### src/rtl/if_id_fetch.sv
// Instruction fetch stage and IF/ID pipeline register.
// Redirect from EX outranks a load-use stall; both update all state on the rising clk edge.
module if_id_fetch #(
  parameter logic [31:0] RESET_PC = 32'h0000_0000,
  parameter logic [31:0] PC_STEP  = 32'd4
) (
  input  logic        clk,
  input  logic        rst,
  input  logic        pipeline_stop,
  input  logic        ex_redirect,
  input  logic [31:0] ex_redirect_pc,
  input  logic [31:0] imem_inst,
  output logic [31:0] imem_addr,
  output logic        id_have_inst,
  output logic [31:0] id_pc,
  output logic [31:0] id_pc4,
  output logic [31:0] id_inst,
  output logic [31:0] fetch_count,
  output logic [15:0] flush_count
);

  typedef enum logic [1:0] {
    OP_NORMAL,
    OP_STALL,
    OP_REDIRECT
  } fetch_op_e;

  fetch_op_e   op;
  logic [31:0] pc;
  logic [31:0] pc_next_seq;

  assign imem_addr   = pc;
  assign pc_next_seq = pc + PC_STEP;

  // Redirect wins over stall: the EX instruction is older than the stalled one.
  always_comb begin
    op = OP_NORMAL;
    if (ex_redirect)        op = OP_REDIRECT;
    else if (pipeline_stop) op = OP_STALL;
  end

  always_ff @(posedge clk or posedge rst) begin
    if (rst) begin
      pc           <= RESET_PC;
      id_have_inst <= 1'b0;
      id_pc        <= '0;
      id_pc4       <= '0;
      id_inst      <= '0;
      fetch_count  <= '0;
      flush_count  <= '0;
    end else begin
      unique case (op)
        OP_REDIRECT: begin
          pc           <= ex_redirect_pc;
          id_have_inst <= 1'b0;
          if (id_have_inst && (flush_count != '1))
            flush_count <= flush_count + 16'd1;
        end
        OP_STALL: begin
        end
        default: begin
          pc           <= pc_next_seq;
          id_pc        <= pc;
          id_pc4       <= pc_next_seq;
          id_inst      <= imem_inst;
          id_have_inst <= 1'b1;
          fetch_count  <= fetch_count + 32'd1;
        end
      endcase
    end
  end

endmodule

### config.mk
export PLATFORM = sky130hd
export DESIGN_NAME = if_id_fetch
export DESIGN_NICKNAME = d
export VERILOG_FILES = /design/src/rtl/if_id_fetch.sv
export SDC_FILE = /design/constraint.sdc
export NUM_CORES = 1
export LEC_CHECK = 0
export BUFFER_PORTS_ARGS = -buffer_cell sky130_fd_sc_hd__buf_4
export CAP_MARGIN = 20
export CORE_ASPECT_RATIO = 0.5
export CORE_MARGIN = 2
export CORE_UTILIZATION = 50
export DETAILED_ROUTE_END_ITERATION = 7
export MAX_ROUTING_LAYER = met4
export PLACE_DENSITY = 0.78
export SETUP_SLACK_MARGIN = 0.2
export SLEW_MARGIN = 40
export SYNTH_ARGS = -nofsm -noshare
export SYNTH_HDL_FRONTEND = slang
export SYNTH_SLANG_ARGS = --single-unit
### constraint.sdc
create_clock -name clk -period 6.77 [get_ports clk]
set_input_delay 1.354 -clock clk [delete_from_list [all_inputs] [get_ports clk]]
set_output_delay 1.354 -clock clk [all_outputs]
set_load 0.05 [all_outputs]
==> flow_summary.json, run 1 <==
{
  "finalCriticalPeriod_ns": 2.89,
  "start_kind": "input port",
  "grt_pass1_wl_um": 36400,
  "grt_setup_unrepaired": "false",
  "final.period_utilization_pct": 42.7,
  "setup.worst_path.end_class": "register",
  "yosysUniqueCellTypes": 56,
  "post-synth-top-count-cell": "nand2_1",
  "maxClockFrequency_ghz": 0.346,
  "crit_fanout": 100,
  "post_layout_nonfiller_instances": 1316,
  "crit_arrival_ns": 3.18,
  "postCtsSetupRepairBufs": 0,
  "dieArea_um2": 17400,
  "route.detailed.drc": 0,
  "dp.final_hpwl_um": 15500,
  "final_cell_area_um2": 10700,
  "synth_top_family_by_area": "simple AND/OR/NAND/NOR gates",
  "cts_resized": 0,
  "first_global_vias": 7036,
  "wl_um": 22500,
  "post_route_cells_drive_above_1_share_pct": 27.6,
  "placement.cell_area_um2": 10100,
  "cts_hold_repair.buffers": 0,
  "netlist_top_cells_area": "dfrtp_1 (54%), nand2_1 (12%), xnor2_1 (3.8%), xor2_1 (3.3%), nand4_1 (2.3%)",
  "antenna_found_initial": 0,
  "p_per_area_nw_per_um2": 314,
  "synth-warning-count": 0,
  "cts_buffers": 17,
  "core.rowCount": 32,
  "final.setup_skew_ns": 0.0141,
  "clock_sink_count": 175,
  "synth-adder-area-share_pct": 0.461,
  "drt.antenna.violating_nets": 0,
  "post_synth_instance_area_um2": 8150,
  "ctsLongestPathBuffers": 2,
  "synth_fp_nets": 944,
  "fraction_of_synthesized_cell_area_taken_by_the_top_area_cell_type_pct": 53.7,
  "first_iter_violations": 549,
  "timing_max_transition_violations_final": 0,
  "totalNegativeSetupSlack_ns": 0,
  "yosys-top-cells-count": "nand2_1 (252), dfrtp_1 (175), nor2_1 (41)",
  "worst_r2r_path_depth": 5,
  "synth-edff-count": 0,
  "layout.nets": 1154,
  "ys_ff_latch": 175,
  "drt-pass1-iter-count": 5,
  "area_delta_synth_final_pct": 31.5,
  "synth-simple-area-share_pct": 26.4,
  "num_antenna_cells": 0,
  "synth_sequential_area_ratio_pct": 53.7,
  "async_reset_ff_share_pct": 100,
  "fp.dieH_um": 94.3,
  "relSlewSlack_pct": 46.7,
  "synthCells": 873,
  "synth_compound_gate_area_share_pct": 7.78,
  "worst_hold_path_type": "reg2reg",
  "synth_largest_area_cell": "dfrtp_1",
  "fill_cells": 1239,
  "design.portCount": 245,
  "grt_overflow_total": 0,
  "die_width_um": 185,
  "status": "finished clean",
  "power_leakage_nw": 5.16,
  "timing.hold.worst_path_depth": 2,
  "actual_slew_at_the_worst_max_slew_pin_ns": 0.794,
  "grt_max_degree": 101,
  "avgRoutedWirePerCell_um": 17.1,
  "maxCapViolations": 0,
  "final.hold.worst_slack_ns": 0.478,
  "route.detailed.vias_per_inst": 5.54,
  "synthXorXnorAreaFrac_pct": 7.09,
  "cts_tree": "yes",
  "final_util_pct": 68.4,
  "yosys-mux-area-fraction_pct": 0.798,
  "finalSetupViolations": 0,
  "cts_max_level": 4,
  "portBuffers": 244,
  "gr-usage-all-layers_pct": 27.2,
  "dpl.cell_count": 1285,
  "clk_root_buffer_cell": "clkbuf_16",
  "cts.reportedPaths.clkPinSlew_ns": 0.07,
  "setup.worst_path.class": "in2reg",
  "vias": 7289,
  "floorplan.initialDensity_pct": 52.1,
  "worstSkewPairLatency_ns": 0.42,
  "synth_flop_cell": "dfrtp_1",
  "report.final.hold_viol_count": 0,
  "core_area_um2": 15700,
  "timing.critical_path.required_ns": 7.05,
  "finalWeightedCongestion": 0.859,
  "power.ir.vdd_worst_uv": 202,
  "syn_area_per_cell_um2": 9.33
}
logic make-up after synthesis:
logic type,count (synthesis)
multiplexers,6
XOR/XNOR,66
buffers and inverters,69
flip-flops,175
AND/OR/NAND/NOR,455
AO/OA/AOI/OAI,99
adder cells (fa/ha/maj),3
cell usage in the layout (no fill, tap or decap), drive strengths merged, types with 2 or more instances in the layout:
| cell type | synthesis | layout |
|---|---|---|
| and3 | 7 | 7 |
| nor2 | 41 | 41 |
| a21oi | 8 | 8 |
| nand3 | 37 | 37 |
| or4 | 17 | 17 |
| or2 | 5 | 5 |
| bufinv | 0 | 4 |
| o31ai | 10 | 10 |
| o211ai | 3 | 3 |
| clkinv | 0 | 2 |
| mux2i | 2 | 2 |
| a31o | 2 | 2 |
| or3 | 10 | 10 |
| nor3 | 15 | 15 |
| a211oi | 3 | 3 |
| o21ai | 35 | 35 |
| xor2 | 31 | 31 |
| nor4b | 2 | 2 |
| nor2b | 2 | 2 |
| inv | 11 | 16 |
| xnor2 | 35 | 35 |
| a31oi | 19 | 19 |
| o21bai | 2 | 2 |
| buf | 26 | 248 |
| dfrtp | 175 | 175 |
| o31a | 2 | 2 |
| nand2b | 3 | 3 |
| mux2 | 4 | 4 |
| and4 | 10 | 10 |
| ha | 3 | 3 |
| nor4 | 16 | 16 |
| clkbuf | 32 | 19 |
| nor3b | 2 | 2 |
| clkinvlp | 0 | 2 |
| nand2 | 252 | 252 |
| and2 | 2 | 2 |
| o311ai | 7 | 7 |
| nand4 | 32 | 32 |
worst max-delay path, stage by stage:
cell and delay (ns):
buf_4 0.40, or2_4 0.33, buf_6 0.58, nor2_1 0.18
a22oi_1 0.20, nand3_1 0.09
worst paths after layout:
path / startpoint / endpoint / slack [ns]
max in group asynchronous: rst / imem_addr[15] / 4.78
min: id_inst[8] / id_inst[8] / 0.48
min in group asynchronous: rst / fetch_count[31] / 0.92
min reg2reg: id_inst[8] / id_inst[8] / 0.48
max: ex_redirect / id_pc4[31] / 3.88
max reg2reg: imem_addr[2] / imem_addr[24] / 4.32
area by class of cell:
| type | count | area, um2 | share of cell area (%) |
|---|---|---|---|
| Clock buffer | 18 | 429 | 4.01 |
| Clock inverter | 13 | 204 | 1.90 |
| Inverter | 11 | 46.3 | 0.432 |
| Multi-Input combinational cell | 629 | 3490 | 32.6 |
| Sequential cell | 175 | 4380 | 40.9 |
| Tap cell | 221 | 277 | 2.58 |
| Timing Repair Buffer | 249 | 1880 | 17.6 |
state kept, by name, summed over array words and instances (netlist names):
register and cells:
id_pc 32, flush_count 16, fetch_count 32, id_inst 32, id_pc4 30, id_have_inst 1
imem_addr 32
power breakdown:
group          switching, W  total (W)  leakage, nW  internal [W]
clock network      0.000437    0.00106        0.303      0.000628
logic              0.000695   0.000984         2.68      0.000289
registers          0.000142    0.00132         2.17       0.00117
total               0.00127    0.00337         5.16       0.00209
through the flow:
stage / power [W] / setup WS, ns
2_1_floorplan: 0.00198 / 0.671
6_report: 0.00337 / 3.88
3_5_place_dp: 0.00232 / 3.48
4_1_cts: 0.00338 / 3.91
3_3_place_gp: 0.00230 / 3.30
5_1_grt: 0.00350 / 3.74
per-layer routing:
layer  global-route usage [%]  share of wire, %
met1                     36.6                44
met2                     43.7                49
met3                     4.03               5.9
met4                     7.67               1.4
met5                        -                 0
Power figures use the tool's default switching activity.
==> run 2, diff against run 1 <==
- CORE_UTILIZATION: 50 -> 47
- PLACE_DENSITY: 0.78 -> 0.77
- clock period: 6.77 -> 2.55 ns (I/O delays scaled with it)
==> run 2 against run 1 <==
  * Sequential share of layout area shrank 0.39 points
  * Clock power increased by 140%
  * Non-clock buffer count up 21
  * Via count grew 1.3%
  * Combinational power grew to 2.7 times the previous value
  * Largest power group unchanged
==> flow_summary.json, run 2 (synthesis gave the netlist of run 1 again) <==
{
  "status": "finished clean",
  "swShare_pct": 38.1,
  "setup.worst_path.end_class": "register",
  "core_area_um2": 16700,
  "start_kind": "register",
  "final_common_cell": "buf_4",
  "total_switching_power_w": 0.00332,
  "dp.final_hpwl_um": 16600,
  "post_route_cells_drive_above_1_share_pct": 28.6,
  "route.detailed.vias_per_inst": 5.50,
  "grt_pass1_wl_um": 38000,
  "critPathSlowestCell": "or4_4",
  "rr_startpoint": "imem_addr[5]",
  "route.detailed.drc": 0,
  "gr-usage-all-layers_pct": 26.3,
  "finalSetupViolations": 0,
  "dp_slack_ns": 0.233,
  "post_layout_nonfiller_instances": 1344,
  "area_delta_synth_final_pct": 32.8,
  "highest-signal-layer": "met4",
  "crit_path_end": "id_pc4[23]",
  "layout.nets": 1175,
  "final.setup_skew_ns": 0.0124,
  "core.rowCount": 33,
  "placement.cell_area_um2": 10200,
  "fp.dieH_um": 97.1,
  "first_global_vias": 7395,
  "cts_hold_repair.buffers": 0,
  "setup.worst_path.class": "reg2reg",
  "power.ir.vdd_worst_uv": 505,
  "cp-startpoint": "imem_addr[5]",
  "crit_fanout": 19,
  "num_antenna_cells": 0,
  "maxClockFrequency_ghz": 0.444,
  "crit_chain": "nand4_4, or4_4, or4_1, a31oi_1",
  "mostFrequentLayoutCells": "buf_4 (267), nand2_1 (252), dfrtp_1 (174), nor2_1 (40), nand3_1 (36)",
  "worst_r2r_path_depth": 4,
  "relSlewSlack_pct": 59.6,
  "crit_arrival_ns": 2.59,
  "clk_root_buffer_cell": "clkbuf_16",
  "drt.antenna.violating_nets": 0,
  "r2r_setup_slack_ns": 0.30,
  "pwr-share-seq_pct": 39.9,
  "power_leakage_nw": 5.22,
  "cts.reportedPaths.clkPinSlew_ns": 0.07,
  "finalWorstSetupSlack_ns": 0.298,
  "clockPowerShare_pct": 29.4,
  "drt-pass1-iter-count": 4,
  "dieArea_um2": 18500,
  "antenna_found_initial": 0,
  "finalCriticalPeriod_ns": 2.25,
  "grt_max_degree": 87,
  "wl_um": 23300,
  "wl_met2_um": 11200,
  "maxCapViolations": 0,
  "floorplan.initialDensity_pct": 48.9,
  "intPower_w": 0.00539,
  "cts_max_level": 4,
  "worstSkewPairLatency_ns": 0.42,
  "die_width_um": 190,
  "ctsLongestPathBuffers": 2,
  "grt_setup_unrepaired": "true",
  "cts_buffers": 17,
  "portBuffers": 244,
  "p_comb_share_pct": 30.7,
  "report.final.hold_viol_count": 0,
  "actual_slew_at_the_worst_max_slew_pin_ns": 0.601,
  "worst_hold_path_type": "in2async",
  "grt_overflow_total": 0,
  "finalWeightedCongestion": 0.870,
  "timing_max_transition_violations_final": 0,
  "design.portCount": 245,
  "first_iter_violations": 545,
  "worst_path_largest_cell_delay_ns": 0.70,
  "clock_sink_count": 175,
  "timing.rr.end": "id_pc4[23]",
  "final_cell_area_um2": 10800,
  "avgRoutedWirePerCell_um": 17.3,
  "cts_tree": "yes",
  "final.period_utilization_pct": 88.3,
  "wl_met1_um": 10200,
  "amount_of_wire_on_met3_after_detailed_routing_um": 1500,
  "vias": 7387,
  "timing.critical_path.required_ns": 2.89,
  "p_per_area_nw_per_um2": 805,
  "dpl.cell_count": 1310
}
## run 2: cell count changes in the layout (fill, tap and decap cells not counted), moves of 2 or more
cell / previous run / this run
bufinv_16: 4 / 2
clkinvlp_4: 2 / 4
clkinv_2: 0 / 2
buf_4: 246 / 267
inv_8: 3 / 0
buf_12: 0 / 3
nor4_2: 4 / 1
inv_6: 3 / 1
nor4_1: 12 / 15
buf_6: 2 / 0
clkbuf_1: 1 / 5
## run 2: power by group through the flow
stage | combinational, W | clock, W | sequential (W)
floorplan | 0.000623 | 0 | 0.00464
global placement | 0.00266 | 0 | 0.00349
detailed placement | 0.00269 | 0 | 0.00352
CTS | 0.00269 | 0.00259 | 0.00347
global route | 0.00282 | 0.00273 | 0.00353
finish | 0.00267 | 0.00256 | 0.00347
## run 2: layout make-up
cell class | count | area [um2]
fill | 1384 | 5860
tap | 227 | 284
timing repair buffer | 270 | 2060
clock buffer | 23 | 458
clock inverter | 9 | 110
sequential | 175 | 4380
multi-input combinational | 629 | 3480
inverter | 11 | 45.0
## run 2: per-stage QoR
stage / setup TNS [ns] / hold WS (ns) / power (W) / util [%]
6_report: 0 / 0.126 / 0.00871 / 64.9
5_1_grt: 0 / 0.142 / 0.00908 / 64.9
4_1_cts: 0 / 0.128 / 0.00875 / 64.8
3_5_place_dp: 0 / 0.465 / 0.00620 / 61.3
3_3_place_gp: 0 / 0.461 / 0.00615 / 61.3
2_1_floorplan: -34.78 / 0.458 / 0.00526 / -
## run 2: critical path, delay by kind of cell, from the launching register on
kind            cells  cell delay (ns)
simple gates        3             1.46
compound gates      1             0.16
flops               1             0.54
## run 2: worst min-delay path by stage
stage                          from               to  slack (ns)  cells past startpoint
floorplan              imem_addr[0]         id_pc[0]        0.46                      2
global placement    fetch_count[31]  fetch_count[31]        0.46                      1
detailed placement        id_pc[18]        id_pc[18]        0.47                      2
CTS                             rst  fetch_count[29]        0.13                      2
global route                    rst  fetch_count[25]        0.14                      2
finish                          rst  fetch_count[25]        0.13                      2
## run 2: timing repair
action                                  in CTS  in global routing
gates resized for setup                      0                  2
hold endpoints to repair                     0                  0
endpoints found under the setup margin       0                 10
setup buffers                                0                  2
## run 2: routing by layer
layer,global-route usage [%],vias to the layer above
met5,-,-
met4,5.96,0
met3,4.66,32
met2,43.0,264
met1,34.6,3633
li1,-,3458
==> run 3, diff against run 2 <==
- clock period: 2.55 -> 1.9 ns (I/O delays scaled with it)
==> run 3 against run 2 <==
  * Cell area is 9.6% higher
  * Worst hold slack gained 0.0057 ns
  * Register-to-register slack got worse by 0.46 ns
  * Core utilization grew 6.2 points
  * Highest routed layer unchanged
  * Via count rose by 7.7%
  * Clock-buffer cell count shrank 5
  * Die area unchanged
  * Sequential share of layout area decreased by 3.4 points
  * Clock power is 34% higher
  * The run now ends with negative setup slack left
  * Critical path type unchanged
  * Global-route usage rose by 1.5 points
  * Largest cell class unchanged
  * Critical path depth grew 2
==> flow_summary.json, run 3 (synthesis gave the netlist of run 1 again) <==
{
  "report.final.hold_viol_count": 0,
  "final.setup_skew_ns": 0.0139,
  "core_area_um2": 16700,
  "mostFrequentLayoutCells": "buf_4 (320), nand2_1 (250), dfrtp_1 (164), nor2_1 (40), xnor2_1 (35)",
  "timing.critical_path.required_ns": 2.25,
  "totalNegativeSetupSlack_ns": -1.40,
  "layout.nets": 1251,
  "avgRoutedWirePerCell_um": 18.2,
  "setup.worst_path.end_class": "register",
  "total_power_w": 0.0120,
  "die_width_um": 190,
  "timing_max_transition_violations_final": 0,
  "drt-pass1-iter-count": 7,
  "maxClockFrequency_ghz": 0.486,
  "grt_max_degree": 61,
  "wl_um": 25800,
  "core.rowCount": 33,
  "critical_path_cell_count": 6,
  "final_util_pct": 71.1,
  "num_antenna_cells": 0,
  "finalWorstSetupSlack_ns": -0.157,
  "floorplan.initialDensity_pct": 48.9,
  "first_iter_violations": 763,
  "route.detailed.vias_per_inst": 5.60,
  "crit_arrival_ns": 2.41,
  "vias": 7958,
  "crit_fanout": 6,
  "post_route_cells_drive_above_1_share_pct": 38.1,
  "dpl.cell_count": 1362,
  "post_layout_nonfiller_instances": 1420,
  "dieArea_um2": 18500,
  "fp.dieH_um": 97.1,
  "power.ir.vdd_worst_uv": 1040,
  "final_common_cell": "buf_4",
  "grt_setup_unrepaired": "true",
  "p_per_area_nw_per_um2": 1010,
  "portBuffers": 244,
  "clk_root_buffer_cell": "clkbuf_16",
  "finalCriticalPeriod_ns": 2.06,
  "finalWeightedCongestion": 0.900,
  "gr-usage-all-layers_pct": 27.9,
  "path_buf_inv": 2,
  "dp.final_hpwl_um": 17600,
  "worstSkewPairLatency_ns": 0.44,
  "timing.hold.worst_path_depth": 3,
  "area_delta_synth_final_pct": 45.5,
  "actual_slew_at_the_worst_max_slew_pin_ns": 0.576,
  "design.portCount": 245,
  "grt_pass1_wl_um": 39500,
  "clock_sink_count": 175,
  "worst_r2r_path_depth": 6,
  "maxCapViolations": 0,
  "ctsLongestPathBuffers": 2,
  "cts_tree": "yes",
  "first_global_vias": 7645,
  "violations": "negative setup slack",
  "antenna_found_initial": 0,
  "cp_top_family": "simple AND/OR/NAND/NOR gates",
  "worst_path_largest_cell_delay_ns": 0.61,
  "crit_chain": "buf_6, nand4_4, or4_4, buf_6, or3_1, a31oi_1",
  "route.detailed.drc": 0,
  "cts.reportedPaths.clkPinSlew_ns": 0.07,
  "critPathMostFrequentCell": "buf_6",
  "grt_overflow_total": 0,
  "cts_buffers": 17,
  "fill_cells": 1195,
  "critPathSlowestCell": "or4_4",
  "drt.antenna.violating_nets": 0,
  "cts_max_level": 4,
  "setup.worst_path.class": "reg2reg",
  "power_leakage_nw": 5.74,
  "final.period_utilization_pct": 108,
  "worst_hold_path_type": "in2reg",
  "status": "complete, but fails checks",
  "dp_slack_ns": -0.165,
  "finalSetupViolations": 21,
  "relSlewSlack_pct": 61.6,
  "start_kind": "register"
}
==> run 3: cell count changes in the layout (fill, tap and decap cells not counted), sizes merged <==
| cell | delta |
|---|---|
| clkbuf | -5 |
| buf | +73 |
| clkinvlp | -1 |
| clkinv | +2 |
| bufinv | -1 |
| or4 | +2 |
| inv | +5 |
| dlygate4sd3 | +1 |
==> run 3: final cells by class <==
type / instances / area (um2) / share of cell area [%]
well taps: 227 / 284 / 2.39
multi-input cells: 631 / 3830 / 32.3
inverters: 11 / 45.0 / 0.380
clock buffers: 18 / 439 / 3.70
clock inverters: 14 / 130 / 1.10
repair buffers: 344 / 2740 / 23.1
flip-flops and latches: 175 / 4390 / 37.0
==> run 3: repair_timing <==
action,CTS,global route
pin swaps,4,46
hold buffers,1,0
resized for setup,13,77
setup endpoints to repair,33,53
hold endpoints to repair,7,0
cloned,1,2
setup buffers,2,20
==> run 3: layer usage <==
metal,global-route usage (%),routed length (um),vias to the layer above
li1,-,-,3624
met2,44.8,12600,351
met1,35.7,10800,3926
met4,9.60,646,0
met3,5.38,1820,57
met5,-,0,-
==> run 3: worst min-delay path, stage by stage <==
cell     delay, ns
buf_4         0.08
nand2_1       0.04
nand2_1       0.04
==> run 3: final timing paths <==
kind / startpoint / end / slack, ns
setup / recovery: imem_addr[3] / id_pc4[17] / -0.16
hold / removal: imem_inst[11] / id_inst[11] / 0.13
setup reg to reg: imem_addr[3] / id_pc4[17] / -0.16
hold reg to reg: fetch_count[31] / fetch_count[31] / 0.48
max in group asynchronous: rst / imem_addr[3] / 0.77
min in group asynchronous: rst / imem_addr[22] / 0.49
==> run 3: per-stage QoR <==
stage                     instance area (um2)  hold slack [ns]
after floorplan                          8210            0.458
after global placement                  10700            0.360
after detailed placement                10700            0.365
after CTS                               11400            0.121
after global routing                    11900            0.132
final                                   11900            0.131
==> run 3: power breakdown <==
part	switching [W]	internal [W]
Combinational	0.00273	0.00124
Clock	0.00158	0.00186
Sequential	0.000405	0.00419
Total	0.00471	0.00730
